### src/rtl/avmm_input_capture.sv
// Avalon-MM input capture: synchronised pins, W1C rising-edge capture, saturating edge-event counter, masked level irq.
// Reads return READ_LATENCY cycles after acceptance; no backpressure, waitrequest is tied low and every request completes.
module avmm_input_capture #(
    parameter int WIDTH        = 8,
    parameter int SYNC_STAGES  = 2,
    parameter int READ_LATENCY = 2
) (
    input  logic             clk,
    input  logic             reset,
    input  logic [WIDTH-1:0] gpio_in,
    input  logic [1:0]       avs_address,
    input  logic             avs_read,
    input  logic             avs_write,
    input  logic [31:0]      avs_writedata,
    output logic [31:0]      avs_readdata,
    output logic             avs_readdatavalid,
    output logic             avs_waitrequest,
    output logic             irq
);

    localparam logic [1:0] REG_DATA      = 2'd0;
    localparam logic [1:0] REG_IRQ_MASK  = 2'd1;
    localparam logic [1:0] REG_EDGE_CAP  = 2'd2;
    localparam logic [1:0] REG_EVENT_CNT = 2'd3;

    logic [WIDTH-1:0] sync_r [SYNC_STAGES];
    logic [WIDTH-1:0] sync_q;
    logic [WIDTH-1:0] prev_q;
    logic [WIDTH-1:0] rise;
    logic [WIDTH-1:0] irq_mask_q;
    logic [WIDTH-1:0] edge_cap_q;
    logic [WIDTH-1:0] cap_clr;
    logic [31:0]      event_cnt_q;

    logic             wr_en;
    logic             wr_mask;
    logic             wr_cap;
    logic             wr_cnt;
    logic [31:0]      rd_data;

    logic             rd_vld_q [READ_LATENCY];
    logic [31:0]      rd_dat_q [READ_LATENCY];

    wire unused_wdata = ^avs_writedata;

    assign avs_waitrequest = 1'b0;

    always_ff @(posedge clk or posedge reset) begin
        if (reset) begin
            for (int i = 0; i < SYNC_STAGES; i++) begin
                sync_r[i] <= '0;
            end
        end else begin
            sync_r[0] <= gpio_in;
            for (int i = 1; i < SYNC_STAGES; i++) begin
                sync_r[i] <= sync_r[i-1];
            end
        end
    end

    assign sync_q = sync_r[SYNC_STAGES-1];
    assign rise   = sync_q & ~prev_q;

    // A read in the same cycle as a write wins; the write is dropped.
    assign wr_en   = avs_write & ~avs_read;
    assign wr_mask = wr_en && (avs_address == REG_IRQ_MASK);
    assign wr_cap  = wr_en && (avs_address == REG_EDGE_CAP);
    assign wr_cnt  = wr_en && (avs_address == REG_EVENT_CNT);
    assign cap_clr = wr_cap ? avs_writedata[WIDTH-1:0] : '0;

    always_ff @(posedge clk or posedge reset) begin
        if (reset) begin
            prev_q      <= '0;
            irq_mask_q  <= '0;
            edge_cap_q  <= '0;
            event_cnt_q <= '0;
            irq         <= 1'b0;
        end else begin
            prev_q <= sync_q;
            if (wr_mask) begin
                irq_mask_q <= avs_writedata[WIDTH-1:0];
            end
            // New edges are OR-ed in after the clear so a coincident edge survives.
            edge_cap_q <= (edge_cap_q & ~cap_clr) | rise;
            if (wr_cnt) begin
                event_cnt_q <= '0;
            end else if ((|rise) && (event_cnt_q != 32'hFFFF_FFFF)) begin
                event_cnt_q <= event_cnt_q + 32'd1;
            end
            irq <= |(edge_cap_q & irq_mask_q);
        end
    end

    always_comb begin
        rd_data = '0;
        case (avs_address)
            REG_DATA:      rd_data = 32'(sync_q);
            REG_IRQ_MASK:  rd_data = 32'(irq_mask_q);
            REG_EDGE_CAP:  rd_data = 32'(edge_cap_q);
            REG_EVENT_CNT: rd_data = event_cnt_q;
            default:       rd_data = '0;
        endcase
    end

    // Snapshot is taken from pre-update state, so a read sees the register before any same-cycle write.
    always_ff @(posedge clk or posedge reset) begin
        if (reset) begin
            for (int i = 0; i < READ_LATENCY; i++) begin
                rd_vld_q[i] <= 1'b0;
                rd_dat_q[i] <= '0;
            end
        end else begin
            rd_vld_q[0] <= avs_read;
            rd_dat_q[0] <= avs_read ? rd_data : '0;
            for (int i = 1; i < READ_LATENCY; i++) begin
                rd_vld_q[i] <= rd_vld_q[i-1];
                rd_dat_q[i] <= rd_dat_q[i-1];
            end
        end
    end

    assign avs_readdatavalid = rd_vld_q[READ_LATENCY-1];
    assign avs_readdata      = rd_vld_q[READ_LATENCY-1] ? rd_dat_q[READ_LATENCY-1] : '0;

endmodule

### config.mk
export PLATFORM = sky130hd
export DESIGN_NAME = avmm_input_capture
export DESIGN_NICKNAME = d
export VERILOG_FILES = /design/src/rtl/avmm_input_capture.sv
export SDC_FILE = /design/constraint.sdc
export NUM_CORES = 1
export LEC_CHECK = 0
export CAP_MARGIN = 5
export CORE_MARGIN = 8
export CORE_UTILIZATION = 30
export CTS_CLUSTER_SIZE = 40
export DETAILED_ROUTE_END_ITERATION = 8
export MAX_ROUTING_LAYER = met4
export PLACE_DENSITY_LB_ADDON = 0.08
export SLEW_MARGIN = 0
export SYNTH_ARGS = -nofsm -noshare
export SYNTH_HDL_FRONTEND = slang
export SYNTH_SLANG_ARGS = --single-unit
export TNS_END_PERCENT = 30
### constraint.sdc
create_clock -name clk -period 11.5 [get_ports clk]
set_clock_uncertainty 0.1 [all_clocks]
set_input_delay 2.3 -clock clk [delete_from_list [all_inputs] [get_ports clk]]
set_output_delay 2.3 -clock clk [all_outputs]
set_load 0.03 [all_outputs]
---- Yosys cells after proc, flatten, opt, wreduce, memory -nomap -nowiden ----
Index checks and enable logic that the tools add are counted.
operators by class
  bitwise operators ....................... 8
  reductions and logical operators ........ 8
  mux-type cells .......................... 6
  add/subtract/negate cells ............... 1
  equal/unequal tests ..................... 4
operators with widths
  kind                                                              number
  32-bit 2-to-1 mux                                                 4
  32-bit one-hot mux with 4 select lines                            1
  32-bit by 1-bit adder with 32-bit output (second input constant)  1
  32-bit inequality test (second input constant)                    1
  8-bit AND                                                         3
  8-bit inverter                                                    2
  8-bit OR reduction                                                2
  8-bit 2-to-1 mux                                                  1
  8-bit OR                                                          1
  2-bit == test (second input constant)                             2
  1-bit logical AND                                                 4
  2-bit by 1-bit == test with 1-bit output (second input constant)  1
  2-bit logical NOT                                                 1
  2-bit nonzero test                                                1
  1-bit AND                                                         1
  1-bit inverter                                                    1
storage, ports and cells
  bits of input ports ..................... 46
  register bits ........................... 139

---- Depth between registers and ports, before layout ----
Gate-level depths: netlist of run 1.
  word-level depth ........................ 7
  depth in mapped cells ................... 8

---- Worst setup path after synthesis of run 1 ----
OpenSTA, ideal clock, no wires.
  path kind ............................... input -> register
  from .................................... input port avs_address[0]
  to ...................................... register edge_cap_q[0]
  arrival ................................. 3331 ps
  stages on the path ...................... 4
  slack ................................... 7951 ps
  data required time ...................... 11282 ps
  cell sequence ........................... buf_2 -> nor3b_1 -> nand2_1 -> a21o_1
on the way
  longest elaborated chain between the ends .. 6
ends and longest elaborated chain
  item                    line  RTL
  start: declaration      11    input logic [1:0] avs_address,
  2-bit == test           67    assign wr_cap = wr_en && (avs_address == REG_EDGE_CAP);
  1-bit logical AND       67
  8-bit 2-to-1 mux        69    assign cap_clr = wr_cap ? avs_writedata[WIDTH-1:0] : '0;
  8-bit inverter          84    edge_cap_q <= (edge_cap_q & ~cap_clr) | rise;
  8-bit AND               84
  8-bit OR                84
  end signal: assignment  84
  end: declaration        31    logic [WIDTH-1:0] edge_cap_q;
Every way passes these cells.
A chain may end at the register's enable or synchronous reset.

---- Final worst setup path of run 1 ----
  from .................................... register rd_vld_q, in the netlist avs_readdatavalid
  to ...................................... output port avs_readdata[29]
on the way
  longest elaborated chain between the ends .. 1
ends and longest elaborated chain
  item                              line  RTL
  start: declaration                41    logic rd_vld_q [READ_LATENCY];
  start signal: indexed assignment  116   rd_vld_q[i] <= rd_vld_q[i-1];
  32-bit 2-to-1 mux                 123   assign avs_readdata = rd_vld_q[READ_LATENCY-1] ? rd_dat_q[READ_LATENCY-1] : '0;
  end: declaration                  15    output logic [31:0] avs_readdata,
Every way passes these cells.

==> key figures, run 1 <==
Yosys
  • #FFs+latches synth: 139
  • Asr flop ratio synth: 1.00
  • Synthesized cell area: 5570 um^2
  • Avg Cell Area, Syn: 12.7 um^2
  • Post-synthesis cell type count: 52
  • Post-Synthesis Cells: 439
  • Primary FF master, synth: dfrtp_1
  • Synth Warn #: 0
  • Most frequent cells after synthesis: 139 x dfrtp_1, 64 x and2_1, 26 x a21oi_1, 25 x nand2_1, 18 x or4_1
  • Area leader, netlist: dfrtp_1
  • Synth top area share: 0.624
  • Synthesized Nets: 486
  • Largest cells by area after synthesis: dfrtp_1 62%, and2_1 7.2%, mux4_2 3.2%
  • Most frequent cell after synthesis: dfrtp_1
  • Sequential element share of the synthesized area: 0.624
  • Number of synthesized flops with an enable pin: 0

Setup path
  • Crit path max fanout: 33
  • Crit Reg-Reg Startpoint: sync_q[1]$_DFF_PP0_
  • Worst-path cell chain: and2_1 > clkdlybuf4s50_1
  • Capturing element type of the critical path: output port
  • CP Class: flop to output port
  • Buf/Inv on CP: 1
  • CP required: 9.10 ns
  • Top Family by Delay on Critical Path: flip-flops
  • Critical R2R Capture: event_cnt_q[25]$_DFFE_PP0P_
  • Crit start category: flop
  • CP peak stage delay: 0.86 ns
  • Slowest CP cell: dfrtp_1
  • Reg2Reg Depth: 5
  • Crit path arrival time: 2.22 ns
  • R2R setup slack: 8.96 ns

Route
  • Antenna viol nets, final: 0
  • Drt total wl: 11800 um
  • Post-route DRC: 0
  • Number of DRC markers in iteration 0: 198
  • First-pass DRT Iterations: 4
  • Vias per cell: 4.71
  • Avg WL per Cell: 15.9 um
  • Via count: 3483

Pwr
  • Switching Share: 0.249
  • IR drop worst, VDD: 107 uV
  • Switching power: 0.291 mW
  • Share of total power in the clock network: 0.438
  • Lkg Pwr: 2.87 nW
  • Pint: 0.880 mW
  • Seq pwr share: 0.479
  • Combinational share of power: 0.083
  • Pwr dens: 171 nW/um^2

Die
  • Die Area: 23200 um^2
  • Initial Utilization: 0.302
  • I/O Pins: 81
  • FP Rows: 50
  • Core area: 18500 um^2
  • Die Height: 152 um
  • Horiz. Die Dim: 152 um

Min path
  • Hold Path Depth: 0
  • Hold Path Class: flop to flop
  • Hold_sp: rd_dat_q[53]$_DFF_PP0_
  • Hold path endpoint: rd_dat_q[21]$_DFF_PP0_

Layout
  • Area delta synth->final: 22.8%
  • # diodes: 0
  • Final #Nets: 541
  • Layout cells sized above 1: 0.132
  • Post-layout util: 0.371

Clock network
  • Clock Sinks: 139
  • Post-CTS setup buffer count: 0
  • CTS buffer count: 17
  • Clock Latency Late Sink: 0.42 ns
  • H-tree depth: 4
  • Post-CTS Hold Buffers: 0
  • Root Driver: clkbuf_16
  • Post-cts sizing count: 0
  • CTS clk-pin slew, worst paths: 0.06 ns
  • TritonCTS clock tree: yes
  • Max clock buf depth: 2

Timing
  • Achievable Freq: 217 MHz
  • Slew Limit Fails: 0
  • Final hold viol count: 0
  • Fin crit period: 4.62 ns
  • Unrepaired setup endpoints after global routing: false
  • Max_slew headroom: 0.192
  • Setup tns final: 0 ns
  • Worst Tran Pin Value: 1.21 ns
  • Final Cycle Share: 0.401
  • Endpoints failing setup: 0

Global route
  • GR Util All Layers: 0.113
  • Pin count of the biggest net entering global routing: 83
  • First-pass GRT wire length: 20100 um
  • Initial antenna violation count: 0
  • Vias in the first global route: 3648
  • Grt ovf: 0

Place
  • Buffers added on ports: 55
  • DP HPWL: 7670 um
  • Final RePlAce weighted congestion: 0.751

Run status
  • Status: complete, no violations

Run
  • # Max-Cap Violations: 0
## layout by cell type (no fill, tap or decap), types with 5 or more instances in the layout
cell type / count
mux4_2: 8
o31ai_1: 17
clkinvlp_4: 5
nor2_1: 8
or3_1: 8
and2_1: 64
mux2_2: 8
nand3_1: 12
clkbuf_16: 17
clkdlybuf4s50_1: 55
o21ai_0: 5
a21o_1: 8
dfrtp_1: 139
or4_1: 18
a21oi_1: 26
nand2b_1: 5
nor2b_1: 7
nand4_1: 10
nand2_1: 25
## how the worst max path moves through the flow
stage,from,endpoint,slack (ns),cells after the start
finish,avs_readdatavalid$_DFF_PP0_,avs_readdata[29],6.88,2
global route,avs_readdatavalid$_DFF_PP0_,avs_readdata[29],6.66,2
detailed placement,avs_address[0],edge_cap_q[1]$_DFF_PP0_,6.64,4
CTS,avs_readdatavalid$_DFF_PP0_,avs_readdata[29],6.70,2
global placement,avs_address[0],edge_cap_q[6]$_DFF_PP0_,6.70,4
floorplan,reset,avs_readdatavalid$_DFF_PP0_,5.38,1
## layer usage
metal  GRT usage  wire (um)
met5           -          0
met4      0.0428        149
met3      0.0340        397
met2       0.166       5490
met1       0.143       5730
## per-stage QoR
| step | hold WS [ns] | power (mW) | setup slack, ns | instance area, um^2 | cells |
|---|---|---|---|---|---|
| 2_1_floorplan | 0.231 | 0.627 | 5.38 | 5570 | 439 |
| 3_3_place_gp | 0.231 | 0.667 | 6.70 | 6290 | 709 |
| 3_5_place_dp | 0.235 | 0.671 | 6.64 | 6290 | 709 |
| 4_1_cts | 0.247 | 1.19 | 6.70 | 6840 | 740 |
| 5_1_grt | 0.251 | 1.23 | 6.66 | 6840 | 740 |
| 6_report | 0.243 | 1.17 | 6.88 | 6840 | 740 |
## state kept, by name, indices dropped and copies added (netlist names)
name               flops
avs_readdatavalid      1
event_cnt_q           32
rd_vld_q               1
irq                    1
sync_r                 8
rd_dat_q              64
sync_q                 8
irq_mask_q             8
edge_cap_q             8
prev_q                 8
## power by group through the flow
stage               Sequential [mW]  Clock (mW)  Combinational (mW)
finish                        0.561       0.513              0.0976
global route                  0.567       0.553               0.109
CTS                           0.562       0.529               0.100
detailed placement            0.571           0              0.0999
global placement              0.569           0              0.0981
floorplan                     0.557           0              0.0708
## cell type report
type / instances / area, um^2
inverters: 3 / 16.3
flip-flops and latches: 139 / 3480
clock buffers: 20 / 457
well taps: 234 / 293
clock inverters: 11 / 96.3
fillers: 1785 / 11600
multi-input cells: 276 / 1940
repair buffers: 57 / 566
## logic make-up after synthesis
kind of cell	after synthesis	synth area share
and+or+nand+nor	184	0.208
DFF	139	0.624
AOI/OAI and AO/OA	69	0.0799
buffers and inverters	24	0.0283
muxes	20	0.0557
adders and majority gates	1	0.00224
other	1	0.000673
xor gates and xnor gates	1	0.00157
Note: power is estimated with default switching activity, not from simulation.
==> inputs of run 2 (changes only) <==
==> constraint.sdc (replaced) <==
create_clock -name clk -period 4.64 [get_ports clk]
set_clock_uncertainty 0.1 [all_clocks]
set_input_delay 0.928 -clock clk [delete_from_list [all_inputs] [get_ports clk]]
set_output_delay 0.928 -clock clk [all_outputs]
set_load 0.03 [all_outputs]
==> key figures, run 2 (same netlist as run 1, synthesis figures left out) <==
Timing
  • Worst Tran Pin Value: 0.851 ns (-0.359 ns)
  • Max_slew headroom: 0.433 (+0.241)
  • Unrepaired setup endpoints after global routing: false
  • Setup tns final: 0 ns (unchanged)
  • Achievable Freq: 308 MHz
  • Final hold viol count: 0 (unchanged)
  • Final Cycle Share: 0.700
  • Endpoints failing setup: 0 (unchanged)
  • Fin crit period: 3.25 ns
  • Slew Limit Fails: 0 (unchanged)

Layout
  • Final #Nets: 543 (+0.37%)
  • Area delta synth->final: 23.7%
  • Layout cells sized above 1: 0.138 (+0.00511)
  • Largest regs: rd_dat_q x64, event_cnt_q x32
  • Post-layout util: 0.374 (+0.00278)
  • # diodes: 0 (unchanged)
  • Final non-filler cell total: 743 (+0.41%)
  • Most frequent cells in the layout: 139 x dfrtp_1, 64 x and2_1, 55 x clkdlybuf4s50_1
  • Commonest non-fill, non-tap cell in the layout: dfrtp_1
  • Most flop-heavy register: rd_dat_q
  • Max FFs per register: 64 (unchanged)

Clock network
  • Clock Sinks: 139 (unchanged)
  • Post-cts sizing count: 0 (unchanged)
  • Root Driver: clkbuf_16
  • H-tree depth: 4 (unchanged)
  • TritonCTS clock tree: yes
  • CTS clk-pin slew, worst paths: 0.06 ns (about the same)
  • CTS buffer count: 17 (unchanged)
  • Max clock buf depth: 2 (unchanged)
  • Post-CTS Hold Buffers: 0 (unchanged)
  • Post-CTS setup buffer count: 0 (unchanged)
  • Clock Latency Late Sink: 0.42 ns (about the same)

Setup path
  • Crit start category: flop
  • CP required: 3.61 ns (-5.49 ns)
  • Crit path arrival time: 2.22 ns (about the same)
  • CP Class: flop to output port
  • Capturing element type of the critical path: output port
  • Crit path max fanout: 33 (unchanged)

Route
  • First-pass DRT Iterations: 4 (unchanged)
  • Antenna viol nets, final: 0 (unchanged)
  • Drt total wl: 11700 um (-0.70%)
  • Post-route DRC: 0 (unchanged)
  • Number of DRC markers in iteration 0: 217 (+9.6%)
  • Avg WL per Cell: 15.7 um (-1.1%)
  • Vias per cell: 4.76 (+1.1%)
  • Via count: 3537 (+1.6%)

Pwr
  • Switching Share: 0.247 (-0.00206)
  • Switching power: 0.736 mW (+150%)
  • Lkg Pwr: 2.90 nW (+1.2%)
  • IR drop worst, VDD: 236 uV (+120%)
  • Pwr dens: 433 nW/um^2 (+150%)
  • Pint: 2.25 mW (+160%)
  • Share of total power in the clock network: 0.453 (+0.015)
  • Combinational share of power: 0.081 (-0.002)
  • Seq pwr share: 0.466 (-0.013)

Place
  • Buffers added on ports: 55 (unchanged)
  • Final RePlAce weighted congestion: 0.747 (-0.52%)
  • # placed instances: 711 (+0.28%)
  • DP HPWL: 7770 um (+1.2%)

Global route
  • Grt ovf: 0 (unchanged)
  • Vias in the first global route: 3725 (+2.1%)
  • First-pass GRT wire length: 20300 um (+0.69%)
  • Pin count of the biggest net entering global routing: 69 (-17%)
  • GR Util All Layers: 0.113 (+0.000209)
  • Initial antenna violation count: 0 (unchanged)

Die
  • Initial Utilization: 0.302 (unchanged)
  • Die Height: 152 um (unchanged)
  • Die Area: 23200 um^2 (unchanged)
  • FP Rows: 50 (unchanged)
  • I/O Pins: 81 (unchanged)
  • Horiz. Die Dim: 152 um (unchanged)
  • Core area: 18500 um^2 (unchanged)

Min path
  • Hold Path Class: flop to flop

Run
  • # Max-Cap Violations: 0 (unchanged)

Run status
  • Status: complete, no violations
## run 2: changes by cell type in the layout (fill, tap and decap cells not counted)
cell / delta
inv_6: +2
buf_4: +2
clkinv_2: -1
clkinv_4: +1
clkinvlp_4: -2
bufinv_16: +1
## run 2: metal layers
layer / up-vias / part of all wire / GRT usage
met5: - / 0 / -
met4: 0 / 0.015 / 0.0485
met3: 16 / 0.039 / 0.0312
met2: 65 / 0.47 / 0.168
met1: 1768 / 0.48 / 0.142
li1: 1688 / - / -
## run 2: power by group through the flow
stage	logic (mW)	registers, mW	clock network, mW
floorplan	0.176	1.38	0
global placement	0.244	1.41	0
detailed placement	0.249	1.41	0
CTS	0.249	1.39	1.39
global route	0.272	1.40	1.45
finish	0.243	1.39	1.35
## run 2: path summary, 6_finish.rpt
path / startpoint / endpoint / slack, ns / cells past startpoint
min in group asynchronous: reset / rd_dat_q[4]$_DFF_PP0_ / 0.67 / 2
worst min-delay path: rd_dat_q[46]$_DFF_PP0_ / rd_dat_q[14]$_DFF_PP0_ / 0.25 / 0
worst min register to register: rd_dat_q[46]$_DFF_PP0_ / rd_dat_q[14]$_DFF_PP0_ / 0.25 / 0
worst max-delay path: avs_readdatavalid$_DFF_PP0_ / avs_readdata[29] / 1.39 / 2
worst max register to register: sync_q[1]$_DFF_PP0_ / event_cnt_q[25]$_DFFE_PP0P_ / 2.09 / 5
max in group asynchronous: reset / rd_dat_q[58]$_DFF_PP0_ / 2.68 / 3
## run 2: area by class of cell
cell class | count | area [um^2]
multi-input combinational | 276 | 1940
inverter | 3 | 15.0
tap | 234 | 293
clock inverter | 12 | 134
sequential | 139 | 3480
fill | 1775 | 11600
timing repair buffer | 59 | 581
clock buffer | 20 | 457
## run 2: worst max-delay path, stage by stage, from the launching register on
cell and delay, ns:
dfrtp_1 0.87, and2_1 0.24, clkdlybuf4s50_1 0.68
## run 2: metrics by stage
step                instance area (um^2)  setup WS (ns)  total power [mW]  hold WS, ns
finish                              6900           1.39              2.98        0.247
global route                        6900           1.14              3.13        0.254
CTS                                 6900           1.18              3.03        0.248
detailed placement                  6300           1.33              1.66        0.235
global placement                    6300           1.38              1.65        0.231
floorplan                           5580           1.88              1.56        0.231
==> inputs of run 3 (changes only) <==
==> constraint.sdc (replaced) <==
create_clock -name clk -period 3.21 [get_ports clk]
set_clock_uncertainty 0.1 [all_clocks]
set_input_delay 0.642 -clock clk [delete_from_list [all_inputs] [get_ports clk]]
set_output_delay 0.642 -clock clk [all_outputs]
set_load 0.03 [all_outputs]
==> key figures, run 3 (same netlist as run 1, synthesis figures left out) <==
Clock network
  • Max clock buf depth: 2 (unchanged)
  • Root Driver: clkbuf_16
  • Post-cts sizing count: 0 (unchanged)
  • H-tree depth: 4 (unchanged)
  • Clock Latency Late Sink: 0.42 ns (about the same)
  • Post-CTS Hold Buffers: 0 (unchanged)
  • CTS clk-pin slew, worst paths: 0.06 ns (about the same)
  • TritonCTS clock tree: yes
  • Post-CTS setup buffer count: 0 (unchanged)
  • CTS buffer count: 17 (unchanged)
  • Clock Sinks: 139 (unchanged)

Timing
  • Achievable Freq: 380 MHz
  • Final Cycle Share: 0.820
  • Max_slew headroom: 0.441 (+0.00853)
  • Setup ws final: 0.579 ns (-0.812 ns)
  • Worst Tran Pin Value: 0.836 ns (-0.0146 ns)
  • Fin crit period: 2.63 ns
  • Endpoints failing setup: 0 (unchanged)
  • Unrepaired setup endpoints after global routing: false
  • Hold_ws: 0.245 ns (-0.00130 ns)
  • Final hold viol count: 0 (unchanged)
  • Setup tns final: 0 ns (unchanged)
  • Slew Limit Fails: 0 (unchanged)

Run
  • # Max-Cap Violations: 0 (unchanged)

Pwr
  • Combinational share of power: 0.086 (+0.005)
  • Pwr dens: 614 nW/um^2 (+42%)
  • Seq pwr share: 0.466 (about the same)
  • Pint: 3.27 mW (+45%)
  • IR drop worst, VDD: 376 uV (+59%)
  • Total power: 4.31 mW (+44%)
  • Switching Share: 0.242 (-0.00471)
  • Share of total power in the clock network: 0.448 (-0.005)
  • Lkg Pwr: 2.95 nW (+1.7%)
  • Switching power: 1.04 mW (+42%)

Layout
  • Layout cells sized above 1: 0.150 (+0.0120)
  • Post-layout util: 0.380 (+0.00631)
  • Commonest non-fill, non-tap cell in the layout: dfrtp_1
  • Area delta synth->final: 25.8%
  • Largest regs: rd_dat_q x64, event_cnt_q x32
  • # diodes: 0 (unchanged)
  • Max FFs per register: 64 (unchanged)
  • Most frequent cells in the layout: 139 x dfrtp_1, 64 x and2_1, 55 x clkdlybuf4s50_1
  • Final #Nets: 551 (+1.5%)
  • Fillers: 1763 (-0.68%)
  • Most flop-heavy register: rd_dat_q

Place
  • Buffers added on ports: 55 (unchanged)
  • Worst slack, placed: 0.556 ns (-0.770 ns)
  • Final RePlAce weighted congestion: 0.763 (+2.1%)
  • DP HPWL: 8040 um (+3.6%)

Global route
  • Pin count of the biggest net entering global routing: 37 (-46%)
  • Initial antenna violation count: 0 (unchanged)
  • First-pass GRT wire length: 19900 um (-1.7%)
  • Vias in the first global route: 3663 (-1.7%)
  • Grt ovf: 0 (unchanged)
  • GR Util All Layers: 0.112 (-0.00117)

Die
  • Initial Utilization: 0.302 (unchanged)
  • Die Height: 152 um (unchanged)
  • FP Rows: 50 (unchanged)
  • I/O Pins: 81 (unchanged)
  • Horiz. Die Dim: 152 um (unchanged)
  • Die Area: 23200 um^2 (unchanged)
  • Core area: 18500 um^2 (unchanged)

Route
  • Number of DRC markers in iteration 0: 183 (-16%)
  • Post-route DRC: 0 (unchanged)
  • First-pass DRT Iterations: 6 (+2)
  • Antenna viol nets, final: 0 (unchanged)
  • Via count: 3551 (+0.40%)
  • Avg WL per Cell: 15.9 um (+0.97%)
  • Vias per cell: 4.74 (-0.41%)
  • Drt total wl: 11900 um (+1.8%)

Setup path
  • Capturing element type of the critical path: output port
  • Crit start category: flop
  • Slowest CP cell: clkdlybuf4s50_1
  • Crit path max fanout: 33 (unchanged)
  • Buf/Inv on CP: 2 (+1)
  • CP required: 2.47 ns (-1.14 ns)
  • Top Family by Delay on Critical Path: buffers and inverters
  • CP peak stage delay: 0.69 ns (-0.18 ns)
  • Worst-path cell chain: buf_4 > and2_1 > clkdlybuf4s50_1
  • Crit path arrival time: 1.89 ns (-0.33 ns)
  • CP Class: flop to output port

Min path
  • Hold Path Class: flop to flop

Run status
  • Status: complete, no violations
run 3: changes by cell type in the layout (fill, tap and decap cells not counted):
cell,change
clkbuf_1,-1
buf_4,+3
buf_12,+5
clkinvlp_4,+2
clkbuf_8,+1
clkinv_2,-1
inv_6,-3
run 3: worst paths after layout:
| kind | from | end | slack (ns) | cells after the start |
|---|---|---|---|---|
| worst max register to register | event_cnt_q[1]$_DFFE_PP0P_ | event_cnt_q[30]$_DFFE_PP0P_ | 0.84 | 6 |
| min in group asynchronous | reset | rd_dat_q[4]$_DFF_PP0_ | 0.65 | 2 |
| worst min register to register | rd_dat_q[34]$_DFF_PP0_ | rd_dat_q[2]$_DFF_PP0_ | 0.25 | 0 |
| worst max-delay path | avs_readdatavalid$_DFF_PP0_ | avs_readdata[29] | 0.58 | 3 |
| worst min-delay path | rd_dat_q[34]$_DFF_PP0_ | rd_dat_q[2]$_DFF_PP0_ | 0.25 | 0 |
| max in group asynchronous | reset | event_cnt_q[7]$_DFFE_PP0P_ | 1.73 | 3 |
run 3: routing by layer:
metal  GRT usage  wire (um)  vias to the layer above
met1       0.147       5890                     1775
met3      0.0337        448                       10
li1            -          -                     1698
met5           -          0                        -
met4      0.0400        133                        0
met2       0.160       5410                       68
run 3: final cells by class:
type,instances,area (um^2),share of cell area
clock buffers,20,467,0.0666
clock inverters,10,118,0.0168
inverters,3,15.0,0.00214
multi-input cells,276,1940,0.276
flip-flops and latches,139,3480,0.496
well taps,234,293,0.0418
repair buffers,67,703,0.100
run 3: stage by stage:
step	instances	area, um^2
finish	749	7010
global route	749	7010
CTS	749	7010
detailed placement	719	6430
global placement	719	6430
floorplan	439	5580
run 3: power by group through the flow:
| stage | combinational, mW | sequential [mW] | clock (mW) |
|---|---|---|---|
| final | 0.372 | 2.01 | 1.93 |
| after global routing | 0.415 | 2.03 | 2.08 |
| after CTS | 0.381 | 2.01 | 1.99 |
| after detailed placement | 0.382 | 2.04 | 0 |
| after global placement | 0.373 | 2.03 | 0 |
| after floorplan | 0.254 | 1.99 | 0 |
run 3: worst reg2reg max path: stages, from the launching register on:
cell and delay, ns:
dfrtp_1 0.44, ha_1 0.27, nand4_2 0.19, nor4_4 0.36, o221ai_2 0.31, or4_1 0.47
a21oi_1 0.16
